**src/rtl/velocity_peak_serializer.sv**
```systemverilog
// rtl/velocity_peak_serializer.sv - Doppler peak-bin capture and signed velocity word serializer
// Optional stall abort: define VPS_STALL_TIMEOUT_EN.
module velocity_peak_serializer #(
  parameter int NUM_PEAKS = 8,
  parameter int NUM_BINS  = 16,
  parameter int VEL_SCALE = 12
`ifdef VPS_STALL_TIMEOUT_EN
  , parameter int STALL_TIMEOUT = 64
`endif
) (
  input  logic                   clk,
  input  logic                   reset,
  input  logic [8*NUM_PEAKS-1:0] peak_bins_in,
  input  logic                   in_valid,
  output logic [15:0]            vel_data,
  output logic [7:0]             vel_bin,
  output logic                   vel_last,
  output logic                   vel_valid,
  input  logic                   vel_ready,
  output logic                   busy,
  output logic [15:0]            frame_count,
  output logic [7:0]             drop_count,
  output logic [7:0]             empty_count,
  output logic [7:0]             abort_count
);

  localparam int IW = (NUM_PEAKS > 1) ? $clog2(NUM_PEAKS) : 1;
  localparam logic signed [15:0] ZERO_BIN = 16'(NUM_BINS / 2);
  localparam logic signed [15:0] SCALE    = 16'(VEL_SCALE);

  typedef enum logic {IDLE, SEND} state_t;

  state_t                 state;
  logic [8*NUM_PEAKS-1:0] peak_buf;
  logic [NUM_PEAKS-1:0]   mask;
  logic [IW-1:0]          cur_idx;

  logic [NUM_PEAKS-1:0]   in_mask;
  logic [NUM_PEAKS-1:0]   rem_mask;
  logic [NUM_PEAKS-1:0]   src_mask;
  logic [8*NUM_PEAKS-1:0] src_vec;
  logic [IW-1:0]          load_idx;
  logic                   load_last;
  logic [7:0]             load_bin;
  logic                   handshake;
  logic                   stall_hit;

  function automatic logic [NUM_PEAKS-1:0] valid_mask(input logic [8*NUM_PEAKS-1:0] v);
    logic [NUM_PEAKS-1:0] m;
    m = '0;
    for (int k = 0; k < NUM_PEAKS; k++)
      m[k] = (v[8*k +: 8] != 8'd0) && (int'(v[8*k +: 8]) < NUM_BINS);
    return m;
  endfunction

  function automatic logic [IW-1:0] lowest_idx(input logic [NUM_PEAKS-1:0] m);
    logic [IW-1:0] idx;
    idx = '0;
    for (int k = NUM_PEAKS - 1; k >= 0; k--)
      if (m[k]) idx = IW'(k);
    return idx;
  endfunction

  function automatic logic [IW-1:0] highest_idx(input logic [NUM_PEAKS-1:0] m);
    logic [IW-1:0] idx;
    idx = '0;
    for (int k = 0; k < NUM_PEAKS; k++)
      if (m[k]) idx = IW'(k);
    return idx;
  endfunction

  // Bin offset from the zero-velocity bin, scaled; fits 16 bits for any 8-bit scale.
  function automatic logic [15:0] to_vel(input logic [7:0] b);
    logic signed [15:0] d;
    d = $signed({8'd0, b}) - ZERO_BIN;
    return 16'(d * SCALE);
  endfunction

  // One load path serves both the first word (from the input) and follow-ups (from the buffer).
  always_comb begin
    in_mask   = valid_mask(peak_bins_in);
    rem_mask  = mask & ~(NUM_PEAKS'(1) << cur_idx);
    src_mask  = (state == IDLE) ? in_mask : rem_mask;
    src_vec   = (state == IDLE) ? peak_bins_in : peak_buf;
    load_idx  = lowest_idx(src_mask);
    load_last = (load_idx == highest_idx(src_mask));
    load_bin  = src_vec[int'(load_idx)*8 +: 8];
    handshake = vel_valid && vel_ready;
  end

`ifdef VPS_STALL_TIMEOUT_EN
  logic [15:0] stall_cnt;

  assign stall_hit = (state == SEND) && vel_valid && !vel_ready &&
                     (stall_cnt == 16'(STALL_TIMEOUT - 1));

  always_ff @(posedge clk or posedge reset) begin
    if (reset) begin
      stall_cnt   <= '0;
      abort_count <= '0;
    end else begin
      if ((state == SEND) && vel_valid && !vel_ready && !stall_hit)
        stall_cnt <= stall_cnt + 16'd1;
      else
        stall_cnt <= '0;
      if (stall_hit && (abort_count != 8'hFF))
        abort_count <= abort_count + 8'd1;
    end
  end
`else
  assign stall_hit   = 1'b0;
  assign abort_count = 8'd0;
`endif

  always_ff @(posedge clk or posedge reset) begin
    if (reset) begin
      state       <= IDLE;
      peak_buf    <= '0;
      mask        <= '0;
      cur_idx     <= '0;
      vel_data    <= '0;
      vel_bin     <= '0;
      vel_last    <= 1'b0;
      vel_valid   <= 1'b0;
      busy        <= 1'b0;
      frame_count <= '0;
      drop_count  <= '0;
      empty_count <= '0;
    end else begin
      if (in_valid && (state == SEND) && (drop_count != 8'hFF))
        drop_count <= drop_count + 8'd1;

      case (state)
        IDLE: begin
          if (in_valid) begin
            peak_buf <= peak_bins_in;
            if (in_mask == '0) begin
              frame_count <= frame_count + 16'd1;
              if (empty_count != 8'hFF)
                empty_count <= empty_count + 8'd1;
            end else begin
              mask      <= in_mask;
              cur_idx   <= load_idx;
              vel_bin   <= load_bin;
              vel_data  <= to_vel(load_bin);
              vel_last  <= load_last;
              vel_valid <= 1'b1;
              busy      <= 1'b1;
              state     <= SEND;
            end
          end
        end

        SEND: begin
          if (stall_hit) begin
            mask      <= '0;
            vel_valid <= 1'b0;
            vel_last  <= 1'b0;
            busy      <= 1'b0;
            state     <= IDLE;
          end else if (handshake) begin
            mask <= rem_mask;
            if (rem_mask != '0) begin
              cur_idx  <= load_idx;
              vel_bin  <= load_bin;
              vel_data <= to_vel(load_bin);
              vel_last <= load_last;
            end else begin
              vel_valid   <= 1'b0;
              vel_last    <= 1'b0;
              busy        <= 1'b0;
              state       <= IDLE;
              frame_count <= frame_count + 16'd1;
            end
          end
        end

        default: state <= IDLE;
      endcase
    end
  end

endmodule

```
**config.mk**
```make
export PLATFORM = sky130hd
export DESIGN_NAME = velocity_peak_serializer
export DESIGN_NICKNAME = d
export VERILOG_FILES = /design/src/rtl/velocity_peak_serializer.sv
export SDC_FILE = /design/constraint.sdc
export NUM_CORES = 1
export LEC_CHECK = 0
export ABC_AREA = 1
export BUFFER_PORTS_ARGS = -buffer_cell sky130_fd_sc_hd__buf_2
export CAP_MARGIN = 20
export CELL_PAD_IN_SITES_DETAIL_PLACEMENT = 1
export CELL_PAD_IN_SITES_GLOBAL_PLACEMENT = 1
export CORE_MARGIN = 4
export CORE_UTILIZATION = 46
export CTS_BUF_LIST = sky130_fd_sc_hd__clkbuf_8
export CTS_CLUSTER_DIAMETER = 120
export DETAILED_ROUTE_END_ITERATION = 7
export PLACE_DENSITY_LB_ADDON = 0.1
export RECOVER_POWER = 100
export REMOVE_ABC_BUFFERS = 1
export SETUP_SLACK_MARGIN = 0.05
export SYNTH_ARGS = -nofsm -noshare
export SYNTH_HDL_FRONTEND = slang
export SYNTH_SLANG_ARGS = --single-unit
```
**constraint.sdc**
```tcl
create_clock -name clk -period 12.25 [get_ports clk]
set_input_delay 1.8375 -clock clk [delete_from_list [all_inputs] [get_ports clk]]
set_output_delay 1.8375 -clock clk [all_outputs]
set_load 0.01 [all_outputs]
```
Yosys cells after proc, flatten, opt, wreduce, memory -nomap -nowiden
Cells that the tools add are included.

word-level totals
  input port bits = 68
  output and inout bits = 67
  logic and storage cells = 121
  flip-flop bits (word level) = 134

cells by class
  $add $sub $neg = 4
  $lt $le $gt $ge = 8
  reductions and logical operators = 27
  equal/unequal tests = 9
  bitwise gates (word level) = 3
  mux-type cells = 56
  $mul = 1
  shifts and indexed selects = 2

operators with widths
  cell                                                    count
  2-to-1 mux 16 bit                                       8
  nonzero test 8 bit                                      9
  < comparator 8 x 5 -> 1 bit (second input constant)     8
  2-to-1 mux 64 bit                                       1
  2-to-1 mux 8 bit                                        8
  case mux 16 bit (2 select lines)                        2
  indexed part select 64 x 7 -> 8 bit                     1
  2-to-1 mux 3 bit                                        16
  case mux 8 bit (2 select lines)                         2
  adder 16 x 1 -> 16 bit (second input constant)          1
  adder 8 x 1 -> 8 bit (second input constant)            2
  inequality test 8 bit (second input constant)           2
  AND reduction 4 bit                                     4
  2-to-1 mux 1 bit                                        13
  multiplier 9 x 3 -> 12 bit (second input constant)      1
  logical AND 1 bit                                       11
  subtractor 8 x 4 -> 9 bit (second input constant)       1
  AND 8 bit                                               1
  zero test 8 bit                                         1
  inverter 8 bit                                          1
  left shift 1 x 3 -> 8 bit (first input constant)        1
  inequality test 2 x 1 -> 1 bit (second input constant)  3
  inequality test 2 bit (second input constant)           3
  case mux 1 bit (2 select lines)                         3
  6 further kinds                                         7

Depth between registers and ports, before layout
  word-level depth = 18
  mapped depth = 35
  gate-level depth less buffers = 34

Least setup slack after synthesis
OpenSTA, ideal clock, no wires.

  kind = input port to flip-flop
  start point = in peak_bins_in[7]
  end point = reg vel_data[14]
  data required time = 12.132 ns
  path buffers = 1
  library setup time = 0.118 ns
  data arrival time = 5.096 ns
  setup slack = 7.036 ns
  cell stages on the path = 27
  cells stage by stage = inv_1 > nand4_1 > or2_2 > nand2_1 > o21ai_4 > nand2_1 > inv_1 > nand2_4 > buf_2 > nand3_1 > nand3_1 > nand2_2 > ha_1 > xnor2_1 > ha_1 > ha_1 > a21oi_1 > nor2_1 > nor2_1 > nor2_1 > nor2_1 > o21ai_0 > inv_1 > nor2_1 > nand3_1 > nand3_1 > nand2_1

between the ends
  word-level cells in the longest chain between the ends = 10
  elaborated cells between the ends (all ways) = 17
  those cells by class = 1 x add/sub; 1 x mul; 1 x order compare; 1 x eq/ne; 1 x shift; 8 x mux; 4 x reduce/logical

ends and longest elaborated chain
  item                                                                      RTL line  source
  from (decl)                                                               13        input logic [8*NUM_PEAKS-1:0] peak_bins_in,
  < comparator 8 x 5 -> 1 bit / nonzero test 8 bit (equally long branches)  52        m[k] = (v[8*k +: 8] != 8'd0) && (int'(v[8*k +: 8]) < NUM_BINS);
  logical AND 1 bit                                                         52
  2-to-1 mux 8 bit                                                          83        src_mask = (state == IDLE) ? in_mask : rem_mask;
  2-to-1 mux 3 bit                                                          60        if (m[k]) idx = IW'(k);
  indexed part select 64 x 7 -> 8 bit                                       87        load_bin = src_vec[int'(load_idx)*8 +: 8];
  subtractor 8 x 4 -> 9 bit                                                 75        d = $signed({8'd0, b}) - ZERO_BIN;
  multiplier 9 x 3 -> 12 bit                                                76        return 16'(d * SCALE);
  2-to-1 mux 16 bit, on equally long branches                               163, 137
  2-to-1 mux 16 bit, on equally long branches                               161, 135
  case mux 16 bit (2 select lines)                                          133       case (state)
  to (signal assigned)                                                      145       vel_data <= to_vel(load_bin);
  to (signal assigned)                                                      166       vel_data <= to_vel(load_bin);
  to (decl)                                                                 15        output logic [15:0] vel_data,

Several ways; a longest one is shown, not always the timed one. The select of a mux whose other input is x is not followed.
A chain may end at the register's enable or synchronous reset.

Worst setup path after layout
  start point = reg state
  end point = reg vel_data[14]

between the ends
  word-level cells in the longest chain between the ends = 15
  elaborated cells between the ends (all ways) = 24
  those cells by class = 1 x add/sub; 1 x mul; 4 x eq/ne; 1 x shift; 15 x mux; 1 x bitwise; 1 x reduce/logical

ends and longest elaborated chain
  item                                         RTL line  source
  from (decl)                                  33        state_t state;
  from (signal assigned)                       117       state <= IDLE;
  from (signal assigned)                       149       state <= SEND;
  from (signal assigned)                       160       state <= IDLE;
  2-to-1 mux 8 bit                             83
  2-to-1 mux 3 bit (8 in a row)                60
  indexed part select 64 x 7 -> 8 bit          87
  subtractor 8 x 4 -> 9 bit                    75
  multiplier 9 x 3 -> 12 bit                   76
  2-to-1 mux 16 bit, on equally long branches  163, 137
  2-to-1 mux 16 bit, on equally long branches  161, 135
  case mux 16 bit (2 select lines)             133

Several ways; a longest one is shown, not always the timed one. The select of a mux whose other input is x is not followed.

==> flow_metrics.py <==
metrics = {
    "outcome": {
        "status": "finished with violations",
        "violations": "capacitance limit, slew limit",
    },
    "synth": {
        "ys_ff_latch": 129,
        "netlist_instances": 990,
        "syn_avg_cell_area_um2": 7.64,
        "syn_area_um2": 7560,
        "ys_types": 45,
        "yosysWarnings": 0,
        "ys_seq_area_share_pct": 42.7,
    },
    "drt": {
        "drc": 0,
        "drt_iter0_drc": 410,
        "routed_wl_um": 21400,
        "ant_nets": 0,
        "wl_met2_um": 10000,
        "vias": 6851,
        "drt-met1-wl_um": 9930,
        "dr.max_layer_used": "met4",
        "met3_length_um": 1010,
        "dr.pass1.iters": 5,
        "avgViaCountPerCell": 5.21,
        "post_drt_wl_per_cell_um": 16.3,
    },
    "layout": {
        "finalNetCount": 1173,
        "final_cell_mix": "nand2_1, o21ai_0, dfrtp_1",
        "final_common_cell": "nand2_1",
        "seqCellArea_um2": 3230,
        "antennaDiodeCount": 0,
        "layout-area-overhead-vs-synth_pct": 11.3,
        "drive_above_1_share_pct": 11.6,
        "multi_input_area_um2": 3570,
        "nFillCells": 2125,
    },
    "cts": {
        "cts-root-buf": "clkbuf_8",
        "cts.clk_slew.worst_paths_ns": 0.08,
        "cts_hold_buffers": 0,
        "cts_resized": 0,
        "post_cts_buffers": 0,
        "numCtsBuffers": 17,
        "cts.path.max_buffers": 2,
        "cts.sinks": 129,
        "htreeDepth": 4,
        "insertion_delay_ns": 0.45,
        "cts_tree": "built",
    },
    "sta": {
        "layout_setup_ws_ns": 3.69,
        "worstMarginPinSlew_ns": 3.81,
        "fmaxAchievable_ghz": 0.117,
        "finClkSkew_ns": 0.00966,
        "setup_tns_ns": 0,
        "rsz0062_at_grt": "no",
        "slew_headroom_pct": -154,
        "finalSetupViolCount": 0,
        "finalMaxSlewViolations": 388,
        "fin_crit_sh_pct": 69.9,
        "fin_crit_ns": 8.56,
        "hold_viol": 0,
    },
    "critical_path": {
        "r2r_start": "state$_DFF_PP0_",
        "cp_slowest_cell": "clkinvlp_2",
        "slowest_delay_ns": 1.60,
        "path_buf_inv": 4,
        "arrival_ns": 8.90,
        "end_kind": "register",
        "crit_type": "reg -> reg",
        "cp.required_ns": 12.59,
        "cp-start-kind": "register",
        "crit_top_cell": "nand2_1",
        "cp_max_fo": 77,
        "crit_start": "state$_DFF_PP0_",
        "critPathTopFamily": "simple AND/OR/NAND/NOR gates",
    },
    "die": {
        "initial_core_util_pct": 47.3,
        "die_h_um": 136,
        "dieArea_um2": 18600,
        "rows": 46,
        "core_um2": 16000,
        "die_x_um": 136,
        "ioPinCount": 135,
    },
    "placement": {
        "dpl.hpwl_um": 15600,
        "post-place-ws_ns": 5.71,
        "place.gp.congestion": 0.887,
        "io_buffers": 124,
    },
    "grt": {
        "track_usage_pct": 23.9,
        "grt_pass1_vias": 7001,
        "antenna_found_initial": 0,
        "grt_max_degree": 85,
        "grt_pass1_wl_um": 35200,
        "grt_overflow": 0,
    },
    "job": {
        "maxCapViolations": 6,
    },
    "worst_hold_path": {
        "worstHoldStart": "frame_count[15]$_DFFE_PP0P_",
        "hold_class": "reg -> reg",
    },
}
-- metrics by stage --
stage                     hold slack [ns]  cell area (µm²)  utilization [%]  cells
after detailed placement            0.458             8200             51.2   1283
after CTS                           0.472             8550             53.4   1315
after floorplan                     0.448             7260                -    939
after global routing                0.492             8410             52.6   1315
final                               0.470             8410             52.6   1315
after global placement              0.459             8200             51.2   1283
-- cells in the mapped netlist, drive strengths merged --
cell type / count / area (µm²)
nand2: 288 / 1130
o21ai: 141 / 732
dfrtp: 129 / 3230
inv: 112 / 423
nand3: 89 / 470
nor2: 39 / 159
buf: 30 / 218
clkbuf: 30 / 116
o211ai: 23 / 173
xor2: 19 / 166
ha: 18 / 225
xnor2: 17 / 149
nor3: 11 / 65.1
nand4: 10 / 62.6
a21oi: 8 / 40.0
a31oi: 5 / 31.3
mux2: 3 / 33.8
o21bai: 3 / 22.5
and3: 2 / 12.5
nor4: 2 / 12.5
o31ai: 2 / 15.0
or2: 2 / 12.5
a211oi: 1 / 7.51
a21boi: 1 / 7.51
clkinv: 1 / 3.75
conb: 1 / 3.75
fa: 1 / 20.0
mux2i: 1 / 10.0
nor4b: 1 / 15.0
-- cell families after synthesis --
| kind of cell | after synthesis | synth area share [%] |
|---|---|---|
| AOI/OAI and AO/OA | 184 | 13.6 |
| other | 1 | 0.0496 |
| DFF | 129 | 42.7 |
| xor gates and xnor gates | 36 | 4.17 |
| muxes | 4 | 0.579 |
| buffers and inverters | 173 | 10.1 |
| and+or+nand+nor | 444 | 25.6 |
| adders and majority gates | 19 | 3.24 |
-- routing by layer --
| metal | vias up | GRT usage [%] |
|---|---|---|
| met1 | 3264 | 32.8 |
| met2 | 168 | 38.3 |
| met5 | - | 0 |
| met4 | 0 | 7.73 |
| met3 | 34 | 4.40 |
| li1 | 3385 | - |
-- area by class of cell --
class | count | area share (%)
Sequential cell | 129 | 38.4
Inverter | 113 | 5.10
Clock inverter | 14 | 1.28
Multi-Input combinational cell | 697 | 42.4
Clock buffer | 18 | 2.94
Timing Repair Buffer | 128 | 6.68
Tap cell | 216 | 3.21
-- sequential cells by signal, indices dropped and copies added, names as in the netlist --
signal / cells
cur_idx: 3
drop_count: 8
empty_count: 8
busy: 1
vel_bin: 8
peak_buf: 64
vel_last: 1
mask: 8
vel_data: 11
state: 1
frame_count: 16
-- worst reg2reg max path, delay by kind of cell (launching register included) --
family                   cells  cell delay, ns
flip-flops                   1            0.83
adder cells (fa/ha/maj)      2            0.66
XOR/XNOR                     1            0.16
buffers and inverters        4            3.11
AO/OA/AOI/OAI                2            0.27
AND/OR/NAND/NOR             23            3.43
-- worst paths after layout --
check / depth (start not counted) / endpoint / slack, ns
worst min register to register: 1 / frame_count[15]$_DFFE_PP0P_ / 0.47
worst min-delay path: 1 / frame_count[15]$_DFFE_PP0P_ / 0.47
worst max register to register: 32 / vel_data[14]$_DFFE_PP0P_ / 3.69
worst max-delay path: 32 / vel_data[14]$_DFFE_PP0P_ / 3.69
max in group asynchronous: 3 / peak_buf[8]$_DFFE_PP0P_ / 5.68
min in group asynchronous: 2 / drop_count[5]$_DFFE_PP0P_ / 2.11
Power is left out: the tool's default activity adds up to more than one toggle a clock period on the data nets, which glitch-free logic cannot reach.
